==> config.mk <==
export PLATFORM = sky130hd
export DESIGN_NAME = finger_button_debounce
export DESIGN_NICKNAME = d
export VERILOG_FILES = /design/src/rtl/finger_button_debounce.sv
export SDC_FILE = /design/constraint.sdc
export NUM_CORES = 1
export LEC_CHECK = 0
export ABC_AREA = 1
export BUFFER_PORTS_ARGS = -buffer_cell sky130_fd_sc_hd__buf_2
export CORE_MARGIN = 2
export CORE_UTILIZATION = 40
export CTS_BUF_LIST = sky130_fd_sc_hd__clkbuf_8
export CTS_CLUSTER_DIAMETER = 40
export CTS_CLUSTER_SIZE = 30
export DETAILED_ROUTE_END_ITERATION = 8
export HOLD_SLACK_MARGIN = 0.03
export PLACE_DENSITY = 0.52
export SETUP_SLACK_MARGIN = 0.1
export SKIP_LAST_GASP = 1
export SYNTH_ARGS = -nofsm -noshare
export SYNTH_HDL_FRONTEND = slang
export SYNTH_SLANG_ARGS = --single-unit
==> constraint.sdc <==
create_clock -name C -period 1.5 [get_ports C]
set_input_delay 0.075 -clock C [delete_from_list [all_inputs] [get_ports C]]
set_output_delay 0.075 -clock C [all_outputs]
set_load 0.1 [all_outputs]
==> src/rtl/finger_button_debounce.sv <==
// Finger-pad input conditioning: two-flop synchronizer plus an independent debouncer per pad,
// producing a clean level and registered one-cycle press/release pulses.
module finger_button_debounce #(
  parameter int unsigned NUM_BTN         = 4,
  parameter int unsigned DEBOUNCE_CYCLES = 250000,
  parameter int unsigned CNT_W           = $clog2(DEBOUNCE_CYCLES + 1)
) (
  input  logic               C,
  input  logic               CLR,
  input  logic [NUM_BTN-1:0] BTN_RAW,
  output logic [NUM_BTN-1:0] BTN_LEVEL,
  output logic [NUM_BTN-1:0] PRESS,
  output logic [NUM_BTN-1:0] RELEASE,
  output logic               ANY_PRESS
);

  localparam logic [CNT_W-1:0] CntLast = CNT_W'(DEBOUNCE_CYCLES - 1);

  logic [NUM_BTN-1:0] sync1_q, sync2_q;
  logic [NUM_BTN-1:0] level_q, level_d;
  logic [NUM_BTN-1:0] press_q, press_d;
  logic [NUM_BTN-1:0] release_q, release_d;
  logic               any_press_q;
  logic [CNT_W-1:0]   cnt_q [NUM_BTN];
  logic [CNT_W-1:0]   cnt_d [NUM_BTN];

  // State register: synchronizer, stable level, counters and output pulses.
  always_ff @(posedge C) begin
    if (CLR) begin
      sync1_q     <= '0;
      sync2_q     <= '0;
      level_q     <= '0;
      press_q     <= '0;
      release_q   <= '0;
      any_press_q <= 1'b0;
      for (int unsigned i = 0; i < NUM_BTN; i++) begin
        cnt_q[i] <= '0;
      end
    end else begin
      sync1_q     <= BTN_RAW;
      sync2_q     <= sync1_q;
      level_q     <= level_d;
      press_q     <= press_d;
      release_q   <= release_d;
      any_press_q <= |press_d;
      for (int unsigned i = 0; i < NUM_BTN; i++) begin
        cnt_q[i] <= cnt_d[i];
      end
    end
  end

  // Next-state: idle when synced input matches the stable level, count while it differs,
  // accept on the last count. The counter never passes CntLast.
  always_comb begin
    level_d   = level_q;
    press_d   = '0;
    release_d = '0;
    for (int unsigned i = 0; i < NUM_BTN; i++) begin
      cnt_d[i] = '0;
      if (sync2_q[i] != level_q[i]) begin
        if (cnt_q[i] == CntLast) begin
          level_d[i]   = sync2_q[i];
          press_d[i]   = sync2_q[i];
          release_d[i] = ~sync2_q[i];
        end else begin
          cnt_d[i] = cnt_q[i] + CNT_W'(1);
        end
      end
    end
  end

  always_comb begin
    BTN_LEVEL = level_q;
    PRESS     = press_q;
    RELEASE   = release_q;
    ANY_PRESS = any_press_q;
  end

endmodule

==> flow_summary_export.csv, run 1 <==
group,metric,value,unit
cts,cts.clk_slew.worst_paths,0.08,ns
timing,fmaxAchievable,729.3,MHz
cts,cts_buffers,9,
die,initial_utilization,0.4144,
global_routing,grt_pass1_wl,15.93,mm
critical_path,worstPathArrival,1.63,ns
run_status,status,"completed",
detailed_routing,drtIter0Drc,98,
global_routing,grt_pass1_vias,3597,
critical_path,path_class,"reg -> reg",
power_and_ir_drop,p_leak,2.269,nW
die,num_io_pins,19,
timing,setup_viol,0,
synthesis,synth_top_family_by_area,"simple AND/OR/NAND/NOR gates",
global_routing,antenna_found_initial,0,
detailed_routing,via_per_inst,4.708,
timing,slew_viol_final,0,
finish,final_common_cell,"nand2_1",
synthesis,ys_ff_latch,93,
synthesis,synth_xor_area_frac,0.02886,
power_and_ir_drop,p_per_area,809.0,nW/µm²
placement,hpwl,6.979,mm
finish,antenna_cells,0,
synthesis,synth-compound-area-share,0.06597,
detailed_routing,ant_nets,0,
detailed_routing,routed_wirelength,9.546,mm
cts,clock-root-buffer,"clkbuf_8",
synthesis,synth_seq_area_share,0.4090,
critical_path,crit_path_max_fanout,11,
finish,area_growth,24.27,%
synthesis,synthAdderAreaFrac,0.01100,
cts,cts_tree,"built",
timing,skew,0.008358,ns
synthesis,postSynthAreaPerCell,7.135,µm²
synthesis,synthCells,638,
critical_path,end_kind,"register",
timing,tns,0,ns
global_routing,gr-total-overflow,0,
detailed_routing,vias,3988,
die,rows,38,
synthesis,muxShareOfSynthArea,0,
timing,hold_viol_final,0,
synthesis,ys_warn_count,0,
finish,fill_cells,1080,
placement,gp_congestion,0.8678,
finish,drive_gt1_frac,0.2829,
cts,clock-sinks,93,
detailed_routing,wl_per_cell,11.27,µm
detailed_routing,first_pass_iters,4,
flow_run,drv_cap,0,
timing,slew-limit-headroom,0.6751,
critical_path,start_kind,"register",
timing,worstMarginPinSlew,0.4907,ns
cts,clock_latency,0.37,ns
hold_path,hold_class,"reg -> reg",
die,fp.dieW,110.7,µm
critical_path,cp.required,1.76,ns
finish,post_layout_nonfiller_instances,847,
synthesis,synthesis.nets,648,
timing,grt_setup_unrepaired,"yes",
power_and_ir_drop,ir_worst_vdd,0.6581,mV
die,die-area,12250,µm²
global_routing,grt_max_degree,16,
timing,min_period_over_period,0.9141,
timing,finalCriticalPeriod,1.371,ns
finish,final_cell_mix,"nand2_1 (124), nor2_1 (105), inv_1 (81)",
placement,io_buffers,18,
synthesis,yosysUniqueCellTypes,38,
timing,hold-worst-slack,0.4044,ns
die,fp.dieH,110.7,µm
cts,clockBufferDepth,2,
finish,postLayoutCoreUtil,0.5150,
detailed_routing,route.detailed.drc,0,
finish,fin_nets,712,
cts,htreeDepth,3,
die,core-area,10980,µm²
synthesis,synth_simple_gate_area_frac,0.3887,
placement,dpl.cell_count,806,
synthesis,synth_area,4552,µm²
global_routing,track_usage,0.1569,
-- routing by layer --
metal  track usage  routed length, µm  up-vias
met5             0                  0        -
met4       0.04333                105        0
met3       0.04866                320       11
met2        0.2609               4540       43
met1        0.1970               4579     1811
li1              -                  -     2123
-- worst max-delay path: stages (launching register included) --
cell and delay [ns]:
dfxtp_2 0.36, ha_4 0.15, nand3_4 0.08, nor3_4 0.28
a21oi_4 0.09, buf_4 0.17, clkinv_8 0.09, nor3_1 0.05
-- area by class of cell --
class                      count  area (µm²)  area share
clock buffer                  13       178.9     0.03163
inverter                     100       390.4     0.06901
sequential                    93        1906      0.3369
multi-input combinational    439        2480      0.4384
clock inverter                 3       65.06     0.01150
timing repair buffer          59       461.7     0.08162
tap                          140       175.2     0.03097
-- cell usage after synthesis --
library cell,n,share of area
nor3_1,17,0.019
inv_4,1,0.0014
nor3_2,6,0.013
nor2_2,15,0.021
nand2_2,11,0.015
nor3b_2,1,0.0027
a21o_1,1,0.0016
o21bai_4,1,0.0041
buf_6,3,0.0074
a21oi_1,16,0.018
clkbuf_1,2,0.0016
xor2_1,12,0.023
inv_1,91,0.075
and3_1,1,0.0014
a41oi_1,1,0.0019
nand3_2,3,0.0066
dfxtp_1,93,0.41
o21ai_0,16,0.018
buf_12,1,0.0044
o21ai_1,2,0.0022
nand2_1,131,0.11
nor2_1,117,0.096
clkinv_1,1,0.00082
a21oi_4,1,0.0036
nor2_4,5,0.012
or2_1,2,0.0027
or2_2,2,0.0027
ha_1,4,0.011
or2_0,3,0.0041
and2_1,1,0.0014
nand4_1,14,0.019
a21oi_2,9,0.017
xnor2_1,3,0.0058
inv_2,7,0.0058
nor3_4,5,0.018
nand3_1,35,0.038
nor4_1,3,0.0041
nand4_2,1,0.0027
-- repair_timing --
item                                   CTS  global route
resized for setup                       13            85
endpoints found under the hold margin    7             0
hold buffers                             7             0
buffers inserted                         2            16
setup endpoints to repair               43            80
pin swaps                                5            23
-- through the flow --
stage                     setup slack (ns)  power, mW  instance area (µm²)
after CTS                          0.07974      4.651                 5281
final                               0.1288      4.576                 5657
after global placement             0.07091      2.621                 4916
after floorplan                     0.1052      2.592                 4567
after global routing               0.04344      4.758                 5657
after detailed placement           0.02939      2.622                 4916
-- state kept, by name (all words and copies together), names as in the netlist --
| register | count |
|---|---|
| PRESS | 4 |
| sync2_q | 4 |
| RELEASE | 4 |
| ANY_PRESS | 1 |
| BTN_LEVEL | 4 |
| sync1_q | 4 |
| cnt_q | 72 |
-- cell families after synthesis --
kind of cell / Yosys count
and+or+nand+nor: 373
buffers and inverters: 106
DFF: 93
AOI/OAI and AO/OA: 47
xor gates and xnor gates: 15
adders and majority gates: 4
-- report_power, final --
group,switching [mW],internal (mW)
sequential,0.00770,2.47
clock,0.869,1.12
combinational,0.0595,0.0509
total,0.936,3.64
-- path summary, 6_finish.rpt --
check / startpoint / to / slack [ns] / cells after the start
min: sync1_q[1] / sync2_q[1] / 0.40 / 2
max: cnt_q[0][1] / cnt_q[0][2] / 0.13 / 7
max reg2reg: cnt_q[0][1] / cnt_q[0][2] / 0.13 / 7
min reg2reg: sync1_q[1] / sync2_q[1] / 0.40 / 2
(Power assumes the default switching activity.)
==> run 2: changes to the inputs <==
--- a/config.mk
+++ b/config.mk
@@ -5,9 +5,8 @@
 export SDC_FILE = /design/constraint.sdc
 export NUM_CORES = 1
 export LEC_CHECK = 0
-export ABC_AREA = 1
 export BUFFER_PORTS_ARGS = -buffer_cell sky130_fd_sc_hd__buf_2
-export CORE_MARGIN = 2
+export CORE_MARGIN = 5
 export CORE_UTILIZATION = 40
 export CTS_BUF_LIST = sky130_fd_sc_hd__clkbuf_8
 export CTS_CLUSTER_DIAMETER = 40
==> run 2 against run 1 <==
The flow now finishes with violations (negative setup slack). Die area fell by 1.6%. Combinational power grew 5%. Sequential share of layout area shrank 1.1 points. Synthesized cell count fell by 29%. Critical path type unchanged. Synthesized area down 13%. Fmax fell by 15%.
==> flow_summary_export.csv, run 2 <==
group,metric,value,unit
power_and_ir_drop,pwr-share-seq,0.603,
cts,cts_buffers,9,
synthesis,ys_top_cells_by_area,"dfxtp_1 (47%), xnor2_1 (9.9%), nor2_1 (7.1%), nand4_1 (3.9%), nor4_1 (3.3%)",
cts,clock-root-buffer,"clkbuf_8",
finish,regMostFlops,"cnt_q",
synthesis,synth_ff_type,"dfxtp_1",
timing,worstMarginPinSlew,0.4931,ns
timing,fin_ws,-0.1179,ns
synthesis,yosysUniqueCellTypes,38,
finish,drive_gt1_frac,0.4572,
synthesis,yosysTopAreaCellShare,0.4675,
timing,fmaxAchievable,618.1,MHz
timing,slew_viol_final,0,
timing,min_period_over_period,1.079,
detailed_routing,routed_wirelength,9.526,mm
synthesis,postSynthAreaPerCell,8.811,µm²
synthesis,ys_ff_latch,93,
placement,gp_congestion,0.8312,
cts,htreeDepth,3,
timing,slew-limit-headroom,0.6735,
detailed_routing,ant_nets,0,
global_routing,grt_pass1_vias,3375,
placement,dpl-instance-area,4990,µm²
hold_path,hold_class,"in -> reg",
detailed_routing,wl_per_cell,13.49,µm
timing,finalCriticalPeriod,1.618,ns
finish,antenna_cells,0,
power_and_ir_drop,p_sw_frac,0.2218,
placement,io_buffers,18,
critical_path,cp.required,1.79,ns
synthesis,synth_seq_area_share,0.4675,
power_and_ir_drop,finalPower,4.101,mW
finish,final_cell_mix,"buf_4 (83), dfxtp_1 (61), xnor2_1 (44)",
power_and_ir_drop,ir_worst_vdd,0.3376,mV
placement,dpl.cell_count,669,
critical_path,slowest_delay,0.54,ns
global_routing,grt_pass1_wl,15.44,mm
die,fp.dieH,109.8,µm
finish,largest_reg_flops,72,
finish,post_layout_nonfiller_instances,706,
detailed_routing,first_pass_iters,4,
power_and_ir_drop,switchingPower,909.5,µW
critical_path,slowest_stage,"or4_4",
critical_path,end_kind,"register",
flow_run,drv_cap,0,
cts,clock_latency,0.36,ns
placement,hpwl,6.337,mm
detailed_routing,route.detailed.drc,0,
timing,setup_viol,37,
cts,clockBufferDepth,2,
synthesis,yosysTopAreaCell,"dfxtp_1",
finish,area_growth,48.38,%
synthesis,synthesis.nets,462,
synthesis,yosysMostFrequentCell,"dfxtp_1",
synthesis,ys_warn_count,0,
die,die-area,12050,µm²
critical_path,crit_path_cell_trace,"nand3_2, or4_4, or4_1, a21oi_2",
critical_path,path_delay_family,"simple AND/OR/NAND/NOR gates",
synthesis,synth_edf_count,0,
critical_path,path_class,"reg -> reg",
finish,final_common_cell,"buf_4",
timing,tns,-2.876,ns
detailed_routing,vias,3523,
run_status,status,"finished, violations left",
global_routing,antenna_found_initial,0,
synthesis,synthCells,452,
cts,cts_tree,"built",
timing,skew,0.007348,ns
synthesis,synth_top_cells_by_count,"dfxtp_1 (93), nor2_1 (75), xnor2_1 (45)",
finish,final_area,5909,µm²
power_and_ir_drop,combPwrFrac,0.028,
die,num_io_pins,19,
synthesis,synth_area,3983,µm²
die,rows,36,
timing,hold_viol_final,0,
global_routing,grt_max_degree,21,
critical_path,worstPathArrival,1.91,ns
die,initial_utilization,0.4093,
global_routing,track_usage,0.1615,
cts,cts.clk_slew.worst_paths,0.09,ns
timing,grt_setup_unrepaired,"yes",
cts,clock-sinks,93,
die,fp.dieW,109.8,µm
critical_path,crit_path_max_fanout,3,
detailed_routing,drtIter0Drc,108,
power_and_ir_drop,pwr-share-clk,0.369,
power_and_ir_drop,p_leak,1.996,nW
power_and_ir_drop,p_int,3.192,mW
critical_path,crit_buf_inv,0,
power_and_ir_drop,p_per_area,694.0,nW/µm²
detailed_routing,via_per_inst,4.990,
run_status,violations,"negative setup slack",
finish,fin_nets,578,
critical_path,start_kind,"register",
finish,fill_cells,849,
global_routing,gr-total-overflow,0,
die,core-area,9729,µm²
synthesis,synth-async-reset-ratio,0,
[run 2: power by group through the flow]
stage                     clock network (mW)  logic [mW]  registers (mW)
final                                   1.51       0.116            2.47
after global routing                    1.64       0.127            2.47
after CTS                               1.57       0.101            2.48
after detailed placement                   0      0.0753            2.54
after global placement                     0      0.0745            2.54
after floorplan                            0      0.0447            2.54
[run 2: layout make-up]
| class | instances | area [µm²] | area share |
|---|---|---|---|
| clock buffers | 11 | 151.4 | 0.02562 |
| clock inverters | 5 | 20.02 | 0.003388 |
| inverters | 17 | 63.81 | 0.01080 |
| multi-input cells | 330 | 2619 | 0.4432 |
| flip-flops and latches | 93 | 1924 | 0.3256 |
| well taps | 133 | 166.4 | 0.02816 |
| repair buffers | 117 | 964.7 | 0.1632 |
[run 2: kinds of logic after synthesis]
group,synth area share
buf+inv,0.02859
mux,0.002513
simple gates,0.3217
fa+ha+maj,0.01257
flops,0.4675
compound gates,0.03959
xor+xnor,0.1276
[run 2: metal layers]
| layer | wire length, µm | share of wire | vias up | global-route usage |
|---|---|---|---|---|
| met3 | 222 | 0.023 | 12 | 0.02290 |
| met2 | 4571 | 0.48 | 39 | 0.2608 |
| met4 | 161 | 0.017 | 0 | 0.07213 |
| li1 | - | - | 1808 | - |
| met5 | 0 | 0 | - | 0 |
| met1 | 4571 | 0.48 | 1664 | 0.2134 |
[run 2: path summary, 6_finish.rpt]
check,start,endpoint,slack [ns],depth (start not counted)
max,cnt_q[2][13],cnt_q[2][15],-0.12,4
min,CLR,BTN_LEVEL[0],0.11,4
max reg2reg,cnt_q[2][13],cnt_q[2][15],-0.12,4
min reg2reg,sync1_q[2],sync2_q[2],0.44,1
[run 2: what timing repair did]
item	CTS	global route
pin swaps	24	38
hold buffers	4	0
resized for setup	48	82
endpoints found under the setup margin	75	82
hold endpoints to repair	4	0
buffers inserted	8	6
cloned	2	1
[run 2: per-stage QoR]
step / util / hold WS [ns] / setup slack (ns)
after detailed placement: 0.5129 / 0.3115 / -0.08474
after global routing: 0.6074 / 0.1353 / -0.1739
after global placement: 0.5129 / 0.3054 / -0.05054
after CTS: 0.5669 / 0.09568 / -0.1063
final: 0.6074 / 0.1134 / -0.1179
after floorplan: - / 0.2032 / -0.07114
[run 2: worst register-to-register path: stages, from the launching register on]
cell,delay (ns)
dfxtp_2,0.36
nand3_2,0.09
or4_4,0.54
or4_1,0.44
a21oi_2,0.13
==> run 3: changes to the inputs <==
--- a/config.mk
+++ b/config.mk
@@ -6,14 +6,16 @@
 export NUM_CORES = 1
 export LEC_CHECK = 0
 export BUFFER_PORTS_ARGS = -buffer_cell sky130_fd_sc_hd__buf_2
+export CELL_PAD_IN_SITES_DETAIL_PLACEMENT = 1
+export CELL_PAD_IN_SITES_GLOBAL_PLACEMENT = 1
 export CORE_MARGIN = 5
-export CORE_UTILIZATION = 40
+export CORE_UTILIZATION = 49
 export CTS_BUF_LIST = sky130_fd_sc_hd__clkbuf_8
 export CTS_CLUSTER_DIAMETER = 40
 export CTS_CLUSTER_SIZE = 30
 export DETAILED_ROUTE_END_ITERATION = 8
 export HOLD_SLACK_MARGIN = 0.03
-export PLACE_DENSITY = 0.52
+export PLACE_DENSITY = 0.78
 export SETUP_SLACK_MARGIN = 0.1
 export SKIP_LAST_GASP = 1
 export SYNTH_ARGS = -nofsm -noshare
==> run 3 against run 2 <==
Synthesized cell count is the same. The flow now stops in clock tree synthesis. Synthesized area is the same.
==> flow_summary_export.csv, run 3 <==
group,metric,value,unit
run_status,status,"aborted with a tool error",
run_status,lastStage,"clock tree synthesis",
run_status,error_line,"[ERROR DPL-0033] detailed placement checks failed during check placement.",
synthesis,synth_edf_count,0,
die,num_io_pins,19,
synthesis,ys_ff_latch,93,
synthesis,synth_seq_area_share,0.4675,
die,fp.dieW,100.2,µm
placement,dp_worst_setup_slack,-0.1156,ns
synthesis,yosysTopAreaCell,"dfxtp_1",
die,rows,32,
cts,cts_buffers,9,
synthesis,synth_area,3983,µm²
synthesis,ys_top_cells_by_area,"dfxtp_1 (47%), xnor2_1 (9.9%), nor2_1 (7.1%), nand4_1 (3.9%), nor4_1 (3.3%)",
synthesis,muxShareOfSynthArea,0.002513,
synthesis,synthAdderAreaFrac,0.01257,
cts,clock-root-buffer,"clkbuf_8",
synthesis,synth_simple_gate_area_frac,0.3217,
placement,io_buffers,18,
synthesis,yosysUniqueCellTypes,38,
synthesis,postSynthAreaPerCell,8.811,µm²
synthesis,ys_warn_count,0,
placement,hpwl,8.038,mm
cts,cts_resized,104,
synthesis,synth_top_cells_by_count,"dfxtp_1 (93), nor2_1 (75), xnor2_1 (45)",
placement,gp_congestion,0.8046,
cts,clockBufferDepth,2,
synthesis,synthCells,452,
synthesis,synthesis.nets,462,
die,initial_utilization,0.5101,
synthesis,synth_ff_type,"dfxtp_1",
synthesis,synth_xor_area_frac,0.1276,
cts,cts_hold_buf,4,
synthesis,yosysMostFrequentCell,"dfxtp_1",
synthesis,synth-async-reset-ratio,0,
synthesis,yosysTopAreaCellShare,0.4675,
cts,postCtsSetupRepairBufs,17,
synthesis,synth-compound-area-share,0.03959,
die,fp.dieH,100.2,µm
synthesis,synth_top_family_by_area,"simple AND/OR/NAND/NOR gates",
cts,clock-sinks,93,
cts,htreeDepth,3,
[run 3: cell counts after synthesis]
Identical to the previous run, type by type.
[run 3: logic make-up after synthesis]
family                   Yosys count
XOR/XNOR                          58
AND/OR/NAND/NOR                  242
AO/OA/AOI/OAI                     25
buffers and inverters             29
adder cells (fa/ha/maj)            4
flip-flops                        93
multiplexers                       1
[run 3: through the flow]
step	setup TNS [ns]	instances	instance area, µm²	hold WS (ns)
after detailed placement	-1.468	640	4979	0.2932
after global placement	-0.1734	640	4979	0.2871
after floorplan	-0.8562	452	4198	0.2032
==> run 4: changes to the inputs <==
==> config.mk (replaced) <==
export PLATFORM = sky130hd
export DESIGN_NAME = finger_button_debounce
export DESIGN_NICKNAME = d
export VERILOG_FILES = /design/src/rtl/finger_button_debounce.sv
export SDC_FILE = /design/constraint.sdc
export NUM_CORES = 1
export LEC_CHECK = 0
export BUFFER_PORTS_ARGS = -buffer_cell sky130_fd_sc_hd__buf_2
export CORE_MARGIN = 5
export CORE_UTILIZATION = 40
export DETAILED_ROUTE_END_ITERATION = 8
export PLACE_DENSITY_LB_ADDON = 0.15
export SKIP_LAST_GASP = 1
export SYNTH_ARGS = -nofsm -noshare
export SYNTH_HDL_FRONTEND = slang
export SYNTH_SLANG_ARGS = --single-unit
==> run 4 against run 3 <==
The flow now finishes, with violations (negative setup slack).
==> flow_summary_export.csv, run 4 (synthesis results as in run 2) <==
group,metric,value,unit
global_routing,gr-total-overflow,0,
power_and_ir_drop,pwr-share-seq,0.567,
detailed_routing,wl_per_cell,13.31,µm
critical_path,end_kind,"register",
power_and_ir_drop,p_sw_frac,0.2225,
critical_path,path_class,"reg -> reg",
critical_path,endpoint,"cnt_q[2][17]",
detailed_routing,ant_nets,0,
placement,io_buffers,18,
finish,drive_gt1_frac,0.3944,
die,num_io_pins,19,
placement,dp_worst_setup_slack,-0.1049,ns
timing,slew_viol_final,0,
timing,min_period_over_period,1.076,
placement,dpl.cell_count,666,
run_status,status,"finished, violations left",
global_routing,grt_pass1_vias,3399,
power_and_ir_drop,p_per_area,775.9,nW/µm²
global_routing,grt_pass1_wl,15.46,mm
detailed_routing,drtIter0Drc,75,
timing,hold_viol_final,0,
critical_path,worstPathArrival,1.87,ns
cts,cts.clk_slew.worst_paths,0.10,ns
critical_path,r2r-start,"cnt_q[2][11]",
die,fp.dieW,109.8,µm
power_and_ir_drop,combPwrFrac,0.021,
finish,final_area,5635,µm²
cts,htreeDepth,3,
global_routing,grt_max_degree,21,
finish,final_cell_mix,"buf_4 (83), dfxtp_1 (62), nor2_1 (60)",
finish,regMostFlops,"cnt_q",
critical_path,start_kind,"register",
timing,worstMarginPinSlew,0.5018,ns
cts,cts_buffers,9,
cts,cts_tree,"built",
finish,final_common_cell,"buf_4",
power_and_ir_drop,ir_worst_vdd,0.5191,mV
critical_path,crit_path_max_fanout,3,
die,fp.dieH,109.8,µm
detailed_routing,routed_wirelength,9.332,mm
timing,fin_ws,-0.1141,ns
die,core-area,9729,µm²
timing,slew-limit-headroom,0.6677,
power_and_ir_drop,p_int,3.400,mW
placement,hpwl,6.436,mm
finish,fin_nets,573,
power_and_ir_drop,switchingPower,972.9,µW
placement,gp_congestion,0.7864,
die,die-area,12050,µm²
finish,largest_reg_flops,72,
hold_path,hold_depth,4,
critical_path,slowest_delay,0.53,ns
finish,post_layout_nonfiller_instances,701,
placement,dpl-instance-area,4957,µm²
global_routing,antenna_found_initial,0,
finish,postLayoutCoreUtil,0.5792,
detailed_routing,first_pass_iters,4,
hold_path,hold_class,"in -> reg",
global_routing,track_usage,0.1604,
finish,antenna_cells,0,
detailed_routing,via_per_inst,4.950,
run_status,violations,"negative setup slack",
flow_run,drv_cap,0,
critical_path,crit_path_cell_trace,"nand3_2, or4_4, buf_4, o31ai_1, a21oi_2",
critical_path,slowest_stage,"or4_4",
detailed_routing,route.detailed.drc,0,
timing,fmaxAchievable,619.6,MHz
timing,grt_setup_unrepaired,"yes",
power_and_ir_drop,pwr-share-clk,0.412,
finish,area_growth,41.50,%
power_and_ir_drop,p_leak,1.931,nW
critical_path,crit_path_start,"cnt_q[2][11]",
timing,skew,0.009786,ns
die,rows,36,
critical_path,r2r-end,"cnt_q[2][17]",
cts,clock_latency,0.36,ns
die,initial_utilization,0.4093,
cts,clock-root-buffer,"clkbuf_8",
detailed_routing,vias,3470,
critical_path,worst-r2r-setup-slack,-0.11,ns
cts,clock-sinks,93,
timing,finalCriticalPeriod,1.614,ns
timing,setup_viol,37,
critical_path,reg2reg_depth,5,
critical_path,cp.required,1.76,ns
cts,clockBufferDepth,2,
## run 4: metal layers
layer | part of all wire | routed length, µm | global-route usage | vias up
met5 | 0 | 0 | 0 | -
met4 | 0.0085 | 79 | 0.03740 | 0
li1 | - | - | - | 1794
met2 | 0.50 | 4648 | 0.2812 | 32
met3 | 0.034 | 314 | 0.04345 | 7
met1 | 0.46 | 4290 | 0.1946 | 1637
## run 4: worst min path at each step
stage          startpoint           end  slack (ns)
3_5_place_dp   BTN_RAW[0]    sync1_q[0]        0.29
5_1_grt               CLR  BTN_LEVEL[0]        0.13
2_1_floorplan  BTN_RAW[0]    sync1_q[0]        0.20
6_report              CLR  BTN_LEVEL[0]        0.11
3_3_place_gp   BTN_RAW[0]    sync1_q[0]        0.30
4_1_cts               CLR  BTN_LEVEL[0]         0.1
## run 4: stage by stage
step                      total power [mW]  hold slack [ns]  setup TNS (ns)
after floorplan                      2.579           0.2032         -0.8472
after global placement               2.611           0.2951         -0.3914
after detailed placement             2.611           0.2949          -1.795
after CTS                            4.438          0.09784          -2.541
after global routing                 4.568           0.1317          -4.582
final                                4.373           0.1050          -2.294
## run 4: timing repair
| item | 4_1_cts | 5_1_grt |
|---|---|---|
| hold endpoints to repair | 4 | 0 |
| hold buffers | 4 | 0 |
| resized for setup | 10 | 59 |
| buffers inserted | 4 | 9 |
| setup endpoints to repair | 37 | 72 |
| cloned | 1 | 1 |
| pin swaps | 3 | 29 |
## run 4: power groups by stage
stage                     Combinational (mW)  Clock [mW]  Sequential (mW)
final                                 0.0939        1.80             2.48
after global routing                   0.105        1.98             2.48
after CTS                             0.0867        1.87             2.48
after global placement                0.0729           0             2.54
after detailed placement              0.0731           0             2.54
after floorplan                       0.0425           0             2.54
## run 4: layout make-up
class / count / area, µm²
Multi-Input combinational cell: 330 / 2372
Clock buffer: 10 / 148.9
Clock inverter: 6 / 67.56
Sequential cell: 93 / 1913
Fill cell: 902 / 4094
Inverter: 17 / 63.81
Tap cell: 133 / 166.4
Timing Repair Buffer: 112 / 903.4
## run 4: worst max-delay path: cells and delay by family (launching register included)
kind	cells	cell delay, ns
DFF	1	0.35
AOI/OAI and AO/OA	2	0.38
buffers and inverters	1	0.15
and+or+nand+nor	2	0.62
